<file path="config.mk">
export PLATFORM = sky130hd
export DESIGN_NAME = pcie_ingress_ctrl
export DESIGN_NICKNAME = d
export VERILOG_FILES = /design/src/rtl/pcie_pkg.sv /design/src/rtl/ingress_skid_buf.sv /design/src/rtl/pcie_ingress_ctrl.sv
export SDC_FILE = /design/constraint.sdc
export NUM_CORES = 1
export LEC_CHECK = 0
export ABC_AREA = 1
export CORE_MARGIN = 2
export CORE_UTILIZATION = 38
export DETAILED_ROUTE_END_ITERATION = 7
export GPL_ROUTABILITY_DRIVEN = 0
export MAX_ROUTING_LAYER = met4
export PLACE_DENSITY = 0.69
export SLEW_MARGIN = 40
export SYNTH_ARGS = -nofsm -noshare
export SYNTH_HDL_FRONTEND = slang
export SYNTH_HIERARCHICAL = 1
export SYNTH_SLANG_ARGS = --single-unit
export TNS_END_PERCENT = 10
</file>
<file path="constraint.sdc">
create_clock -name clk -period 3.8 [get_ports clk]
set_input_delay 1.14 -clock clk [delete_from_list [all_inputs] [get_ports clk]]
set_output_delay 1.14 -clock clk [all_outputs]
set_load 0.005 [all_outputs]
</file>
<file path="src/rtl/pcie_pkg.sv">
// Shared definitions for the PCIE ingress controller: word layout and
// control FSM state encoding.
package pcie_pkg;

  localparam int DATA_W   = 6;
  localparam int VC_BIT   = 5;
  localparam int DEST_BIT = 4;

  typedef enum logic [1:0] {
    IDLE   = 2'd0,
    SEND   = 2'd1,
    PAUSED = 2'd2,
    HOLD   = 2'd3
  } state_t;

  function automatic logic word_vc(input logic [DATA_W-1:0] w);
    return w[VC_BIT];
  endfunction

endpackage

</file>
<file path="src/rtl/ingress_skid_buf.sv">
// Circular skid buffer between the host handshake and the issue stage.
// count runs 0..DEPTH so a full buffer is distinguishable from empty.
module ingress_skid_buf #(
  parameter int DATA_W = 6,
  parameter int DEPTH  = 4,
  parameter int PTR_W  = 2
) (
  input  logic              clk,
  input  logic              rst,
  input  logic              wr_en,
  input  logic [DATA_W-1:0] wr_data,
  input  logic              rd_en,
  output logic [DATA_W-1:0] head,
  output logic [PTR_W:0]    count
);

  localparam logic [PTR_W-1:0] PTR_ONE = PTR_W'(1);
  localparam logic [PTR_W:0]   CNT_ONE = (PTR_W+1)'(1);

  logic [DATA_W-1:0] mem [DEPTH];
  logic [PTR_W-1:0]  wr_ptr;
  logic [PTR_W-1:0]  rd_ptr;

  assign head = mem[rd_ptr];

  // Pointer/count update; storage itself needs no reset since count gates reads.
  always_ff @(posedge clk) begin
    if (rst) begin
      wr_ptr <= '0;
      rd_ptr <= '0;
      count  <= '0;
    end else begin
      if (wr_en) begin
        mem[wr_ptr] <= wr_data;
        wr_ptr      <= wr_ptr + PTR_ONE;
      end
      if (rd_en) begin
        rd_ptr <= rd_ptr + PTR_ONE;
      end
      case ({wr_en, rd_en})
        2'b10:   count <= count + CNT_ONE;
        2'b01:   count <= count - CNT_ONE;
        default: count <= count;
      endcase
    end
  end

endmodule

</file>
<file path="src/rtl/pcie_ingress_ctrl.sv">
// Ingress feeder: accepts host words into a skid buffer and issues them
// one per cycle into the main FIFO under pause/hold control.
module pcie_ingress_ctrl
  import pcie_pkg::*;
#(
  parameter int DATA_W     = pcie_pkg::DATA_W,
  parameter int SKID_DEPTH = 4,
  parameter int PTR_W      = 2,
  parameter int CNT_W      = 8
) (
  input  logic              clk,
  input  logic              reset_L,
  input  logic              hold,
  input  logic              in_valid,
  input  logic [DATA_W-1:0] in_data,
  output logic              in_ready,
  input  logic              pause_in,
  output logic              push_out,
  output logic [DATA_W-1:0] data_out,
  output logic [CNT_W-1:0]  cnt_vc0,
  output logic [CNT_W-1:0]  cnt_vc1,
  output logic              busy,
  output logic              ovf_err
);

  localparam logic [PTR_W:0]   DEPTH_C  = (PTR_W+1)'(SKID_DEPTH);
  localparam logic [PTR_W:0]   CNT_ZERO = '0;
  localparam logic [PTR_W:0]   CNT_ONE  = (PTR_W+1)'(1);
  localparam logic [CNT_W-1:0] VC_MAX   = '1;
  localparam logic [CNT_W-1:0] VC_ONE   = CNT_W'(1);

  state_t            state;
  logic [PTR_W:0]    count;
  logic [PTR_W:0]    count_nxt;
  logic [DATA_W-1:0] head;
  logic              wr_en;
  logic              issue;

  assign in_ready = (count < DEPTH_C) & ~reset_L;
  assign wr_en    = in_valid & in_ready;
  assign issue    = (state == SEND) & (count != CNT_ZERO) & ~pause_in & ~hold;
  assign busy     = (count != CNT_ZERO) | push_out;

  ingress_skid_buf #(
    .DATA_W (DATA_W),
    .DEPTH  (SKID_DEPTH),
    .PTR_W  (PTR_W)
  ) u_skid (
    .clk     (clk),
    .rst     (reset_L),
    .wr_en   (wr_en),
    .wr_data (in_data),
    .rd_en   (issue),
    .head    (head),
    .count   (count)
  );

  // Occupancy after this edge; lets IDLE->SEND follow a write without a bubble.
  always_comb begin
    count_nxt = count;
    if (wr_en & ~issue) begin
      count_nxt = count + CNT_ONE;
    end else if (issue & ~wr_en) begin
      count_nxt = count - CNT_ONE;
    end else begin
      count_nxt = count;
    end
  end

  // Control FSM, issue register, per-VC counters and sticky overflow flag.
  always_ff @(posedge clk) begin
    if (reset_L) begin
      state    <= IDLE;
      push_out <= 1'b0;
      data_out <= '0;
      cnt_vc0  <= '0;
      cnt_vc1  <= '0;
      ovf_err  <= 1'b0;
    end else begin
      push_out <= issue;
      if (issue) begin
        data_out <= head;
      end
      if (in_valid & ~in_ready) begin
        ovf_err <= 1'b1;
      end
      if (push_out) begin
        if (word_vc(data_out)) begin
          if (cnt_vc1 != VC_MAX) cnt_vc1 <= cnt_vc1 + VC_ONE;
        end else begin
          if (cnt_vc0 != VC_MAX) cnt_vc0 <= cnt_vc0 + VC_ONE;
        end
      end
      // hold is checked first everywhere so it overrides pause_in.
      case (state)
        IDLE: begin
          if (hold)                       state <= HOLD;
          else if (count_nxt != CNT_ZERO) state <= SEND;
          else                            state <= IDLE;
        end
        SEND: begin
          if (hold)                                state <= HOLD;
          else if (pause_in & (count != CNT_ZERO)) state <= PAUSED;
          else if (count_nxt == CNT_ZERO)          state <= IDLE;
          else                                     state <= SEND;
        end
        PAUSED: begin
          if (hold)           state <= HOLD;
          else if (~pause_in) state <= SEND;
          else                state <= PAUSED;
        end
        HOLD: begin
          if (hold)                       state <= HOLD;
          else if (count_nxt != CNT_ZERO) state <= SEND;
          else                            state <= IDLE;
        end
        default: state <= IDLE;
      endcase
    end
  end

endmodule

</file>
==> summary.md, run 1 <==
| Metric | Value |
|---|---|
| Sequential fraction of the synthesis area | between 50% and 60% |
| LEAKAGE | 1.30 nW |
| All-Layer GR Usage | ~15% |
| Mean number of vias per cell | between 4 and 5 |
| Highest fanout seen on the critical path | 2 |
| Worst Path Arrival | 2.24 ns |
| Post-synth EDFFs | 24 |
| Switch Pwr | ~0.36 mW |
| Total of cells resized after clock tree synthesis | 0 |
| Area enclosed by the die boundary | 7810 um^2 |
| Setup repair after global routing missed its margin | no |
| Cell internal pwr | approximately 1.1 mW |
| Initial detailed-routing violation count | roughly 130 |
| Share of the cycle needed by the critical path after routing | between 80% and 90% |
| Flip-flop and latch count after synthesis | 59 |
| Placed instance area | 3150 um^2 |
| Mean instance size in the synthesized netlist | between 8 and 9 um^2 |
| Number of warnings issued by yosys | 6 |
| Total wire length | around 5 mm |
| Type of the worst setup path | primary input to output pin |
| Worst hold path class | register to register |
| Die span in x | 88.4 um |
| Least setup slack across all paths after layout | roughly 0.42 ns |
| Met1 Track Usage GR | approximately 17% |
| Element type at the critical path end | output pin |
| Total clock sinks | 59 |
| Worst reg-to-reg setup slack | between 1 and 1.5 ns |
| Boundary Pins | 37 |
| Post-placement worst setup slack | 0.400 ns |
| Buffers from clock root to sink, at most | 2 |
| Main area contributors after synthesis | sky130_fd_sc_hd__edfxtp_1 27%, sky130_fd_sc_hd__dfxtp_1 26%, sky130_fd_sc_hd__nand2_1 7.9% |
| Area of the core | 6830 um^2 |
| Busiest layer in global routing | met2 |
| Setup TNS after final layout | 0 ns |
| Total count of max-transition violations in the final report | 0 |
| Max Cap Viol | 0 |
| Clock period minus final worst setup slack | 3.38 ns |
| Initial cell density of the core | between 30% and 40% |
| Number of DRC violations after detailed routing | 0 |
| Seq pwr share | 48.7% |
| Initial antenna violation count | 0 |
| Capture instance of the worst register-to-register path | u_skid/count[1] |
| Count of nets after finishing | around 380 |
| Worst Path Required | around 2.7 ns |
| Non-Filler Cell Area, Final | roughly 3300 um^2 |
| Clock tree from TritonCTS | done |
| Distinct cells, synth | 29 |
| Source of the worst hold timing path | u_skid/rd_ptr[1] |
| Number of setup violations in the final report | 0 |
| Endpoint of the worst hold path | u_skid/rd_ptr[1] |
| Worst-Skew Late Latency | 0.34 ns |
| Share of power burned in combinational logic | 12.6% |
| Post-synthesis instance area | 2710 um^2 |
| Largest area contributor in the netlist | sky130_fd_sc_hd__edfxtp_1 |
| Chip Height | ~88 um |
| GR met3 Demand/Resource | approximately 6% |
| Proportion of synthesized flip-flops having asynchronous set or reset | 0% |
| Clock Tree Root | sky130_fd_sc_hd__clkbuf_8 |
| Post-CTS repair timing setup buffer count | 0 |
| Share of the synthesized area in the top cell type | a little over a quarter |
| Setup crit start kind | primary input |
| Maximum number of pins on one net before global-route repair | 17 |
| Number of search-and-repair iterations in the first detailed-routing pass | 5 |
| Clock-pin slew of the registers on the worst-case setup and hold paths | approximately 0.07 ns |
| Floorplan row count | 30 |
| Cell depth of the worst hold path | 1 |
| Detailed-route wire length per cell | ~11 um |
| Buffers added on ports | 36 |
| HPWL reported at the end of detailed placement | ~3.8 mm |
| Worst Reg-to-Reg Cells | 9 |
| Layout cell share with drive strength beyond 1 | between 7 and 8% |
| Clock tree skew after final layout | between 0.004 and 0.005 ns |
| Number of global-route vias before repair | about 1900 |
| Residual antenna-violating net count after detailed routing | 0 |
| Clock Power Share | about two fifths |
| Met2 demand-to-capacity share in global routing | around 24% |
| TritonCTS Buffers | 9 |
| Vias | 2111 |
| First-pass GRT wire length | ~8.6 mm |
| Peak clock frequency supported by timing | 296 MHz |
| CTS Hold Bufs | 0 |
| Remaining Overflow, GRT | 0 |
| Post-Syn Nets | 340 |
| Prevailing post-synth register cell | sky130_fd_sc_hd__dfxtp_1 |
| Final Hold Fails | 0 |
| Maximum VDD drop | between 0.0002 and 0.0003 V |
| Power per cell area | between 400 and 500 nW/um^2 |
| Switching part of the total | approximately 25% |
| Relative slew slack | between 50% and 60% |
| Fin Hold WS | about 0.44 ns |
| R2r startpoint | u_skid/count[0] |
| Layout overhead on the synthesized area | 23.5% |
| Gate count of the mapped netlist | between 300 and 400 |
| Transition time at the pin with the least slew margin | just over 0.6 ns |
| H-tree depth | 3 |
| Antenna diode count | 0 |
| Outcome | finished, final reports clean |
-- worst max-delay path by stage --
| stage | start | end | slack (ns) |
|---|---|---|---|
| 2_1_floorplan | pause_in | u_skid/count[1] | 1.21 |
| 3_3_place_gp | reset_L | in_ready | 0.40 |
| 3_5_place_dp | reset_L | in_ready | 0.40 |
| 4_1_cts | reset_L | in_ready | 0.40 |
| 5_1_grt | reset_L | in_ready | 0.38 |
| 6_report | reset_L | in_ready | 0.42 |
-- critical path, cell delays in order --
cell	delay (ns)
sky130_fd_sc_hd__clkdlybuf4s50_1	0.46
sky130_fd_sc_hd__nor2_2	0.13
sky130_fd_sc_hd__clkdlybuf4s50_1	0.51
-- cell usage in the layout (no fill, tap or decap), types with 2 or more instances in the layout --
cell type / count
sky130_fd_sc_hd__a21oi_1: 22
sky130_fd_sc_hd__clkbuf_8: 10
sky130_fd_sc_hd__clkdlybuf4s50_1: 36
sky130_fd_sc_hd__clkinvlp_4: 2
sky130_fd_sc_hd__dfxtp_1: 35
sky130_fd_sc_hd__edfxtp_1: 24
sky130_fd_sc_hd__ha_1: 13
sky130_fd_sc_hd__inv_1: 43
sky130_fd_sc_hd__inv_2: 4
sky130_fd_sc_hd__nand2_1: 57
sky130_fd_sc_hd__nand3_1: 9
sky130_fd_sc_hd__nand4_1: 2
sky130_fd_sc_hd__nor2_1: 50
sky130_fd_sc_hd__nor2_2: 2
sky130_fd_sc_hd__nor3_1: 3
sky130_fd_sc_hd__o21a_1: 3
sky130_fd_sc_hd__o21ai_0: 19
sky130_fd_sc_hd__o21ai_1: 8
sky130_fd_sc_hd__o22ai_1: 6
sky130_fd_sc_hd__xor2_1: 2
-- power by group through the flow --
stage          logic (mW)  clock network, mW  registers, mW
4_1_cts             0.184              0.579          0.703
2_1_floorplan       0.128                  0          0.712
3_3_place_gp        0.175                  0          0.716
3_5_place_dp        0.183                  0          0.717
6_report            0.181              0.558          0.703
5_1_grt             0.215              0.613          0.706
-- cell usage after synthesis (2+ instances only) --
master,n
sky130_fd_sc_hd__edfxtp_1,24
sky130_fd_sc_hd__nand4_1,2
sky130_fd_sc_hd__a21oi_1,22
sky130_fd_sc_hd__inv_2,4
sky130_fd_sc_hd__o22ai_1,6
sky130_fd_sc_hd__dfxtp_1,35
sky130_fd_sc_hd__inv_1,43
sky130_fd_sc_hd__nand3_1,9
sky130_fd_sc_hd__o21a_1,3
sky130_fd_sc_hd__xor2_1,2
sky130_fd_sc_hd__nor3_1,3
sky130_fd_sc_hd__ha_1,13
sky130_fd_sc_hd__nor2_2,2
sky130_fd_sc_hd__o21ai_1,8
sky130_fd_sc_hd__buf_6,2
sky130_fd_sc_hd__nor2_1,50
sky130_fd_sc_hd__nand2_1,57
sky130_fd_sc_hd__o21ai_0,19
-- stage by stage --
step                      power [mW]  cells  util [%]
after floorplan                0.840    315         -
after global placement         0.891    443      46.0
after detailed placement       0.900    443      46.0
after CTS                       1.47    459      48.9
after global routing            1.53    459      48.9
final                           1.44    459      48.9
-- state kept, by name (all words and copies together) (netlist names), named ones only --
register / flops
u_skid/count: 3
cnt_vc0: 8
push_out: 1
u_skid/rd_ptr: 2
u_skid/wr_ptr: 2
ovf_err: 1
cnt_vc1: 8
state: 2
u_skid/mem: 24
data_out: 6
-- area by class of cell --
type,instances,area [um^2]
fillers,681,3490
flip-flops and latches,59,1420
multi-input cells,203,1050
repair buffers,37,368
inverters,48,183
clock buffers,11,141
well taps,96,120
clock inverters,5,53.8
-- logic make-up after synthesis --
| group | Yosys count | synth area share (%) |
|---|---|---|
| buf+inv | 53 | 8.51 |
| xor+xnor | 3 | 0.972 |
| simple gates | 126 | 19.0 |
| flops | 59 | 52.5 |
| compound gates | 60 | 12.2 |
| fa+ha+maj | 14 | 6.75 |
-- routing by layer --
metal | part of all wire [%] | up-vias | wire [um]
met2 | 48 | 46 | 2480
met3 | 4.9 | 6 | 253
li1 | - | 1102 | -
met5 | 0 | - | 0
met4 | 1.3 | 0 | 68
met1 | 45 | 957 | 2330
(Power assumes the default switching activity.)
==> inputs of run 2 (changes only) <==
--- a/config.mk
+++ b/config.mk
@@ -12,6 +12,7 @@
 export GPL_ROUTABILITY_DRIVEN = 0
 export MAX_ROUTING_LAYER = met4
 export PLACE_DENSITY = 0.69
+export REMOVE_ABC_BUFFERS = 1
 export SLEW_MARGIN = 40
 export SYNTH_ARGS = -nofsm -noshare
 export SYNTH_HDL_FRONTEND = slang
==> summary.md, run 2 (same netlist as run 1, synthesis figures left out) <==
| Metric | Value |
|---|---|
| Worst Path Arrival | 2.31 ns (was 2.24 ns) |
| Setup crit start kind | primary input (unchanged) |
| Worst-Skew Late Latency | 0.34 ns (about the same) |
| Share of the cycle needed by the critical path after routing | 90.8% (was 89.0%) |
| Post-CTS repair timing setup buffer count | 0 (unchanged) |
| Transition time at the pin with the least slew margin | 0.629 ns (was 0.604 ns) |
| Buffers from clock root to sink, at most | 2 (unchanged) |
| Clock Tree Root | sky130_fd_sc_hd__clkbuf_8 (unchanged) |
| Chip Height | 88.4 um (unchanged) |
| Cell depth of the worst hold path | 1 (unchanged) |
| Antenna diode count | 0 (unchanged) |
| Power per cell area | 432 nW/um^2 (about the same) |
| Worst hold path class | register to register (unchanged) |
| Total of cells resized after clock tree synthesis | 0 (unchanged) |
| Number of global-route vias before repair | 1921 (was 1924) |
| Non-filler instance count after layout | 460 (was 459) |
| Clock tree skew after final layout | 0.00976 ns (was 0.00462 ns) |
| Area enclosed by the die boundary | 7810 um^2 (unchanged) |
| Maximum VDD drop | 0.000295 V (was 0.000267 V) |
| Setup TNS after final layout | 0 ns (unchanged) |
| Element type at the critical path end | output pin (unchanged) |
| Remaining Overflow, GRT | 0 (unchanged) |
| Peak clock frequency supported by timing | 290 MHz (was 296 MHz) |
| Setup repair after global routing missed its margin | no (unchanged) |
| All-Layer GR Usage | 14.8% (was 15.0%) |
| Die span in x | 88.4 um (unchanged) |
| Outcome | finished, final reports clean (unchanged) |
| Floorplan row count | 30 (unchanged) |
| Total wire length | 5.11 mm (was 5.14 mm) |
| Mean number of vias per cell | 4.62 (was 4.60) |
| Highest fanout seen on the critical path | 2 (unchanged) |
| First-pass GRT wire length | 8.49 mm (was 8.57 mm) |
| HPWL reported at the end of detailed placement | 3.69 mm (was 3.77 mm) |
| Initial detailed-routing violation count | 54 (was 127) |
| Initial cell density of the core | 39.6% (unchanged) |
| Initial antenna violation count | 0 (unchanged) |
| Relative slew slack | 57.9% (was 59.6%) |
| Most common library cell in the layout ignoring fill and taps | sky130_fd_sc_hd__nand2_1 (unchanged) |
| Detailed-route wire length per cell | 11.1 um (was 11.2 um) |
| Number of flip-flops in the largest register | 24 (unchanged) |
| Area of the core | 6830 um^2 (unchanged) |
| Total design power | 1.45 mW (was 1.44 mW) |
| Layout cell share with drive strength beyond 1 | 7.97% (was 7.16%) |
| Most frequent cells in the layout | 57 x sky130_fd_sc_hd__nand2_1, 50 x sky130_fd_sc_hd__nor2_1, 43 x sky130_fd_sc_hd__inv_1, 36 x sky130_fd_sc_hd__clkdlybuf4s50_1, 35 x sky130_fd_sc_hd__dfxtp_1 (unchanged) |
| Clock tree from TritonCTS | done (unchanged) |
| H-tree depth | 3 (unchanged) |
| Dpl cells | 444 (was 443) |
| Buffers added on ports | 36 (unchanged) |
| Count of nets after finishing | 384 (was 383) |
| Critical Path Slowest Stage Cell | sky130_fd_sc_hd__clkdlybuf4s50_1 (unchanged) |
| Total clock sinks | 59 (unchanged) |
| Number of search-and-repair iterations in the first detailed-routing pass | 6 (was 5) |
| Cells along the critical path | clkdlybuf4s50_1 -> nor2_2 -> clkdlybuf4s50_1 (unchanged) |
| Maximum number of pins on one net before global-route repair | 17 (unchanged) |
| Clock period minus final worst setup slack | 3.45 ns (was 3.38 ns) |
| Boundary Pins | 37 (unchanged) |
| Residual antenna-violating net count after detailed routing | 0 (unchanged) |
| Vias | 2123 (was 2111) |
| LEAKAGE | 1.31 nW (was 1.30 nW) |
| Layout overhead on the synthesized area | 24.0% (was 23.5%) |
| Final Hold Fails | 0 (unchanged) |
| Max Cap Viol | 0 (unchanged) |
| Regs by FF count | u_skid/mem x24, cnt_vc0 x8, cnt_vc1 x8 (unchanged) |
| Worst Reg-to-Reg Cells | 9 (unchanged) |
| Delay of the slowest cell on the worst path | 0.54 ns (was 0.51 ns) |
| Biggest register | u_skid/mem (unchanged) |
| Most used cell along the critical path | sky130_fd_sc_hd__clkdlybuf4s50_1 (unchanged) |
| Worst Path Required | 2.66 ns (about the same) |
| TritonCTS Buffers | 9 (unchanged) |
| Total count of max-transition violations in the final report | 0 (unchanged) |
| Type of the worst setup path | primary input to output pin (unchanged) |
| CTS Hold Bufs | 0 (unchanged) |
| Clock-pin slew of the registers on the worst-case setup and hold paths | 0.07 ns (about the same) |
| Number of DRC violations after detailed routing | 0 (unchanged) |
| Number of setup violations in the final report | 0 (unchanged) |
| Worst reg-to-reg setup slack | 1.63 ns (was 1.46 ns) |
-- run 2: worst max-delay path: cells and delay by family --
kind,cells,cell delay (ns)
buffers and inverters,2,1.00
and+or+nand+nor,1,0.17
-- run 2: through the flow --
| step | hold WS (ns) | worst slack, ns | instance area [um^2] | utilization (%) |
|---|---|---|---|---|
| after detailed placement | 0.430 | 0.357 | 3150 | 46.2 |
| after global placement | 0.423 | 0.345 | 3150 | 46.2 |
| after floorplan | 0.412 | 1.24 | 2660 | - |
| after global routing | 0.482 | 0.317 | 3350 | 49.1 |
| after CTS | 0.439 | 0.348 | 3350 | 49.1 |
| final | 0.440 | 0.348 | 3350 | 49.1 |
-- run 2: area by class of cell --
class	count	area, um^2
sequential	59	1420
inverter	48	183
timing repair buffer	38	375
tap	96	120
clock inverter	7	77.6
multi-input combinational	203	1050
clock buffer	9	124
fill	671	3480
-- run 2: final timing paths --
path / start / to
min reg2reg: u_skid/rd_ptr[1] / u_skid/rd_ptr[1]
max reg2reg: u_skid/count[0] / u_skid/count[1]
max: reset_L / in_ready
min: u_skid/rd_ptr[1] / u_skid/rd_ptr[1]
-- run 2: report_power, final --
part | switching (mW) | internal (mW) | total [mW]
clock | 0.262 | 0.306 | 0.568
sequential | 0.0199 | 0.682 | 0.702
combinational | 0.101 | 0.0787 | 0.180
total | 0.383 | 1.07 | 1.45
-- run 2: metal layers --
metal / up-vias / wire length (um) / GRT usage, %
li1: 1110 / - / -
met1: 955 / 2420 / 16.9
met2: 46 / 2340 / 23.3
met3: 12 / 224 / 4.94
met4: 0 / 128 / 7.58
met5: - / 0 / -
==> patch 1, RTL diff (flow settings as in run 1) <==
`PTR_W` is set to 2 in 2 places; all go to 1.
--- a/src/rtl/ingress_skid_buf.sv
+++ b/src/rtl/ingress_skid_buf.sv
@@ -4,5 +4,5 @@
   parameter int DATA_W = 6,
   parameter int DEPTH  = 4,
-  parameter int PTR_W  = 2
+  parameter int PTR_W  = 1
 ) (
   input  logic              clk,
--- a/src/rtl/pcie_ingress_ctrl.sv
+++ b/src/rtl/pcie_ingress_ctrl.sv
@@ -6,5 +6,5 @@
   parameter int DATA_W     = pcie_pkg::DATA_W,
   parameter int SKID_DEPTH = 4,
-  parameter int PTR_W      = 2,
+  parameter int PTR_W      = 1,
   parameter int CNT_W      = 8
 ) (
Function: changed (a bounded check fails within 4 cycles, from zero or initial values and one cycle with reset_L high).
==> patch 1 against run 1 <==
- total power shrank 32%
- setup slack gained 0.66 ns
- sequential power down 28%
- synthesized area shrank 23%
- largest cell class unchanged
- routed wire length decreased by 25%
- design area shrank 21%
- via count down 21%
- first-iteration DRC count fell by 69%
- largest power group unchanged
- critical path depth is 1 higher
- sequential cell count shrank 16
- critical path type is now reg2out
==> patch 1: results (changes against run 1) <==
detailed_routing:
  drt_iter0_markers: 40  # -69%
  wl_per_cell_um: 10.3  # -8.0%
  route.detailed.drc: 0  # unchanged
  vias: 1662  # -21%
  first_pass_iters: 4  # -1
synth:
  synth_cell_types: 28  # -3.4%
  synth_commonest_cells: "nand2_1, nor2_1, dfxtp_1"
  ys.flop_type: "dfxtp_1"
  seq_area_frac_synth_pct: 47.0  # -5.6 points
  synth_edf_count: 12  # -50%
  synth.area.top_cells: "dfxtp_1, edfxtp_1, nand2_1, nor2_1, inv_1"
place:
  dp_worst_setup_slack_ns: 0.954  # +0.554 ns
  dpl.hpwl_um: 2890  # -23%
  port_buffers: 35  # -2.8%
  dpl_cell_area_um2: 2510  # -20%
setup_path:
  cp.arrival_ns: 1.58  # -0.66 ns
  r2r_slack_ns: 1.85  # +0.39 ns
  critPathTopFamily: "buffers and inverters"
  slowest_stage: "clkdlybuf4s50_1"
  cp_max_fo: 8  # +6
  slowest_delay_ns: 0.49  # -0.02 ns
finish:
  nets: 319  # -17%
  antenna_cells: 0  # unchanged
  fillCellCount: 511  # -25%
  drive_above_1_share_pct: 10.3  # +3.1 points
  largestRegisters: "u_skid/mem (12), cnt_vc0 (8), cnt_vc1 (8)"
global_route:
  grt_max_degree: 14  # -3
  track_usage_pct: 13.6  # -1.4 points
  grt_antenna_before_repair: 0  # unchanged
  grt_pass1_wl_um: 6390  # -25%
  grt_pass1_vias: 1507  # -22%
sta:
  relSlewSlack_pct: 43.9  # -16 points
  finClkSkew_ns: 0.00728  # +0.00266 ns
  min_period_ns: 2.72  # -0.661 ns
cts:
  post_cts_resized: 0  # unchanged
  cts.path.max_buffers: 2  # unchanged
  htree_num_levels: 2  # -1
  clkLatencyLatePin_ns: 0.29  # -0.05 ns
  clockRootBuffer: "clkbuf_8"
  cts_buffers: 5  # -4
run_status:
  status: "finished clean"
power_and_ir_drop:
  irDropWorstVdd_v: 0.000237  # -11%
  p_leak_nw: 1.01  # -22%
  switching_share_pct: 23.8  # -1.4 points
min_path:
  hp-class: "reg2reg"
## patch 1: per-stage QoR
stage          instances  util, %  hold slack, ns
5_1_grt              372     50.4           0.514
3_5_place_dp         364     48.3           0.456
4_1_cts              372     50.4           0.476
2_1_floorplan        262        -           0.439
6_report             372     50.4           0.471
3_3_place_gp         364     48.3           0.445
## patch 1: power by group through the flow
| stage | registers [W] | logic (W) | clock network (W) |
|---|---|---|---|
| floorplan | 0.000515 | 0.0000954 | 0 |
| global placement | 0.000519 | 0.000135 | 0 |
| detailed placement | 0.000520 | 0.000136 | 0 |
| CTS | 0.000509 | 0.000137 | 0.000355 |
| global route | 0.000512 | 0.000156 | 0.000374 |
| finish | 0.000509 | 0.000136 | 0.000341 |
## patch 1: logic make-up after synthesis
kind of cell    synth area share [%]
xor+xnor                        2.94
flops                           47.0
mux                             4.31
simple gates                    27.3
compound gates                  6.35
fa+ha+maj                       4.19
buf+inv                         7.73
other cells                    0.180
## patch 1: final timing paths
path	cells past startpoint	to	from
worst min-delay path	2	ovf_err$_SDFFE_PP0P_	ovf_err$_SDFFE_PP0P_
worst max-delay path	4	busy	u_skid/count[0]$_SDFFE_PP0P_
worst max register to register	11	u_skid/count[1]$_SDFFE_PP0P_	u_skid/count[0]$_SDFFE_PP0P_
worst min register to register	2	ovf_err$_SDFFE_PP0P_	ovf_err$_SDFFE_PP0P_
## patch 1: layout make-up
class / count / area (um^2) / share of cell area [%]
flip-flops and latches: 43 / 981 / 37.4
multi-input cells: 179 / 953 / 36.4
clock buffers: 5 / 68.8 / 2.62
inverters: 36 / 135 / 5.15
repair buffers: 36 / 358 / 13.6
well taps: 70 / 87.6 / 3.34
clock inverters: 3 / 38.8 / 1.48
## patch 1: tightest hold or removal path, stage by stage (launching register included)
cell and delay (ns):
dfxtp_1 0.33, nor2_1 0.05, nor2_1 0.06
## patch 1: per-layer routing
layer / up-vias / wire (um) / GRT usage, %
met2: 32 / 1850 / 22.6
met1: 730 / 1790 / 16.2
met5: - / 0 / -
li1: 898 / - / -
met4: 0 / 16 / 4.74
met3: 2 / 169 / 3.22
==> patch 2, RTL diff (config.mk and constraints of run 1) <==
Without the edit above. Encoding of `state_t`: now one-hot (4 bits for 4 states).
--- a/src/rtl/pcie_pkg.sv
+++ b/src/rtl/pcie_pkg.sv
@@ -7,9 +7,9 @@
   localparam int DEST_BIT = 4;
 
-  typedef enum logic [1:0] {
-    IDLE   = 2'd0,
-    SEND   = 2'd1,
-    PAUSED = 2'd2,
-    HOLD   = 2'd3
+  typedef enum logic [3:0] {
+    IDLE   = 4'b0001,
+    SEND   = 4'b0010,
+    PAUSED = 4'b0100,
+    HOLD   = 4'b1000
   } state_t;
 
Behaviour: same outputs for any inputs over 4 cycles, from zero or initial values and one cycle with reset_L high; so few cycles prove little.
==> patch 2 against run 1 <==
- sequential cell count up 2
- critical path depth did not move
- non-clock buffer count stayed put
- synthesized area is 4.3% higher
- setup slack better by 0.050 ns
- routed wire length up 7.2%
- register-to-register slack improved by 0.10 ns
- design area increased by 4.3%
- sequential share of layout area decreased by 0.59 points
- synthesized cell count rose by 2.5%
Power is not compared: it rests on default switching activity, and its combinational part moved more than twofold at a synthesized area within 25%.
==> patch 2: results (changes against run 1) <==
run_status:
  status: "finished clean"
place:
  dpl_cell_area_um2: 3280  # +4.2%
  dp_worst_setup_slack_ns: 0.447  # +0.0471 ns
  numPlacedInstances: 454  # +2.5%
  dpl.hpwl_um: 3860  # +2.5%
sta:
  post-route-period-util_pct: 87.7  # -1.3 points
  finClkSkew_ns: 0.0136  # +0.00899 ns
  relSlewSlack_pct: 57.5  # -2.0 points
synth:
  synth_xor_xnor_area_share_pct: 3.41  # +2.4 points
  synth_cell_types: 31  # +6.9%
  syn_avg_cell_area_um2: 8.74  # +1.7%
  synth_nets: 345  # +1.5%
  synth_commonest_cells: "nor2_1, nand2_1, dfxtp_1"
  seq_area_frac_synth_pct: 51.8  # -0.75 points
  synth_fa_ha_area_share_pct: 5.14  # -1.6 points
  ys.flop_type: "dfxtp_1"
  synth.area.top_cells: "dfxtp_1, edfxtp_1, nor2_1, nand2_1, ha_1"
  async_flop_share_pct: 0  # unchanged
  synth_compound_area_share_pct: 11.3  # -0.95 points
finish:
  drive_above_1_share_pct: 9.97  # +2.8 points
  fillCellCount: 680  # -0.15%
  nets: 388  # +1.3%
detailed_routing:
  met2_length_um: 2680  # +7.9%
  wl_um: 5510  # +7.2%
  wl_met3_um: 215  # -15%
  vias_per_cell: 4.71  # +2.5%
  met1Wirelength_um: 2510  # +7.7%
  wl_per_cell_um: 11.7  # +4.7%
  drt_iter0_markers: 76  # -40%
setup_path:
  r2r_start: "u_skid/count[0]$_SDFFE_PP0P_"
  slowest_delay_ns: 0.51  # about the same
  r2r_slack_ns: 1.56  # +0.10 ns
  critPathTopFamily: "buffers and inverters"
  cp.arrival_ns: 2.19  # -0.05 ns
  slowest_stage: "clkdlybuf4s50_1"
global_route:
  grt_max_degree: 19  # +2
  grt_pass1_wl_um: 9540  # +11%
  grt_pass1_vias: 2132  # +11%
  track_usage_pct: 15.0  # +0.076 points
min_path:
  hp-start: "u_skid/rd_ptr[1]$_SDFFE_PP0P_"
cts:
  clockRootBuffer: "clkbuf_8"
  htree_num_levels: 3  # unchanged
floorplanning:
  dieArea_um2: 8130  # +4.1%
patch 2: cell count changes in the layout (fill, tap and decap cells not counted), moves of 5 or more:
cell and change:
inv_2 +5, nor2_1 +9, inv_1 -18, o21ai_1 +10, o21ai_0 -8
patch 2: cell type report:
type | count | area (um^2) | share of cell area, %
sequential | 61 | 1460 | 42.0
multi-input combinational | 222 | 1190 | 34.2
timing repair buffer | 37 | 368 | 10.6
inverter | 35 | 134 | 3.84
clock buffer | 10 | 128 | 3.66
tap | 99 | 124 | 3.56
clock inverter | 6 | 77.6 | 2.23
patch 2: per-layer routing:
metal,global-route usage [%],up-vias
met5,-,-
met4,7.31,0
met3,3.19,14
met2,25.1,40
met1,17.3,1008
li1,-,1153
patch 2: stage by stage:
stage,hold WS [ns],utilization (%)
2_1_floorplan,0.412,-
3_3_place_gp,0.432,45.4
3_5_place_dp,0.446,45.4
4_1_cts,0.455,48.3
5_1_grt,0.476,48.3
6_report,0.455,48.3
patch 2: kinds of logic after synthesis:
| group | Yosys count |
|---|---|
| AO/OA/AOI/OAI | 57 |
| XOR/XNOR | 11 |
| adder cells (fa/ha/maj) | 11 |
| buffers and inverters | 40 |
| flip-flops | 61 |
| AND/OR/NAND/NOR | 143 |
patch 2: where the power goes:
part / switching (W) / internal [W]
combinational: 0.0000512 / 0.0000364
clock: 0.000247 / 0.000363
sequential: 0.00000875 / 0.000691
total: 0.000307 / 0.00109
patch 2: worst reg2reg max path: cells and delay by family, from the launching register on:
kind,cells,cell delay (ns)
compound gates,1,0.16
fa+ha+maj,3,0.94
buf+inv,1,0.11
flops,1,0.49
simple gates,4,0.45
patch 2: how the worst min path moves through the flow:
stage / endpoint / slack, ns / cells past startpoint
3_3_place_gp: u_skid/rd_ptr[1]$_SDFFE_PP0P_ / 0.43 / 1
6_report: u_skid/rd_ptr[1]$_SDFFE_PP0P_ / 0.45 / 1
2_1_floorplan: flip-flop / 0.41 / 1
5_1_grt: flip-flop / 0.48 / 1
3_5_place_dp: u_skid/rd_ptr[1]$_SDFFE_PP0P_ / 0.45 / 1
4_1_cts: u_skid/rd_ptr[1]$_SDFFE_PP0P_ / 0.45 / 1
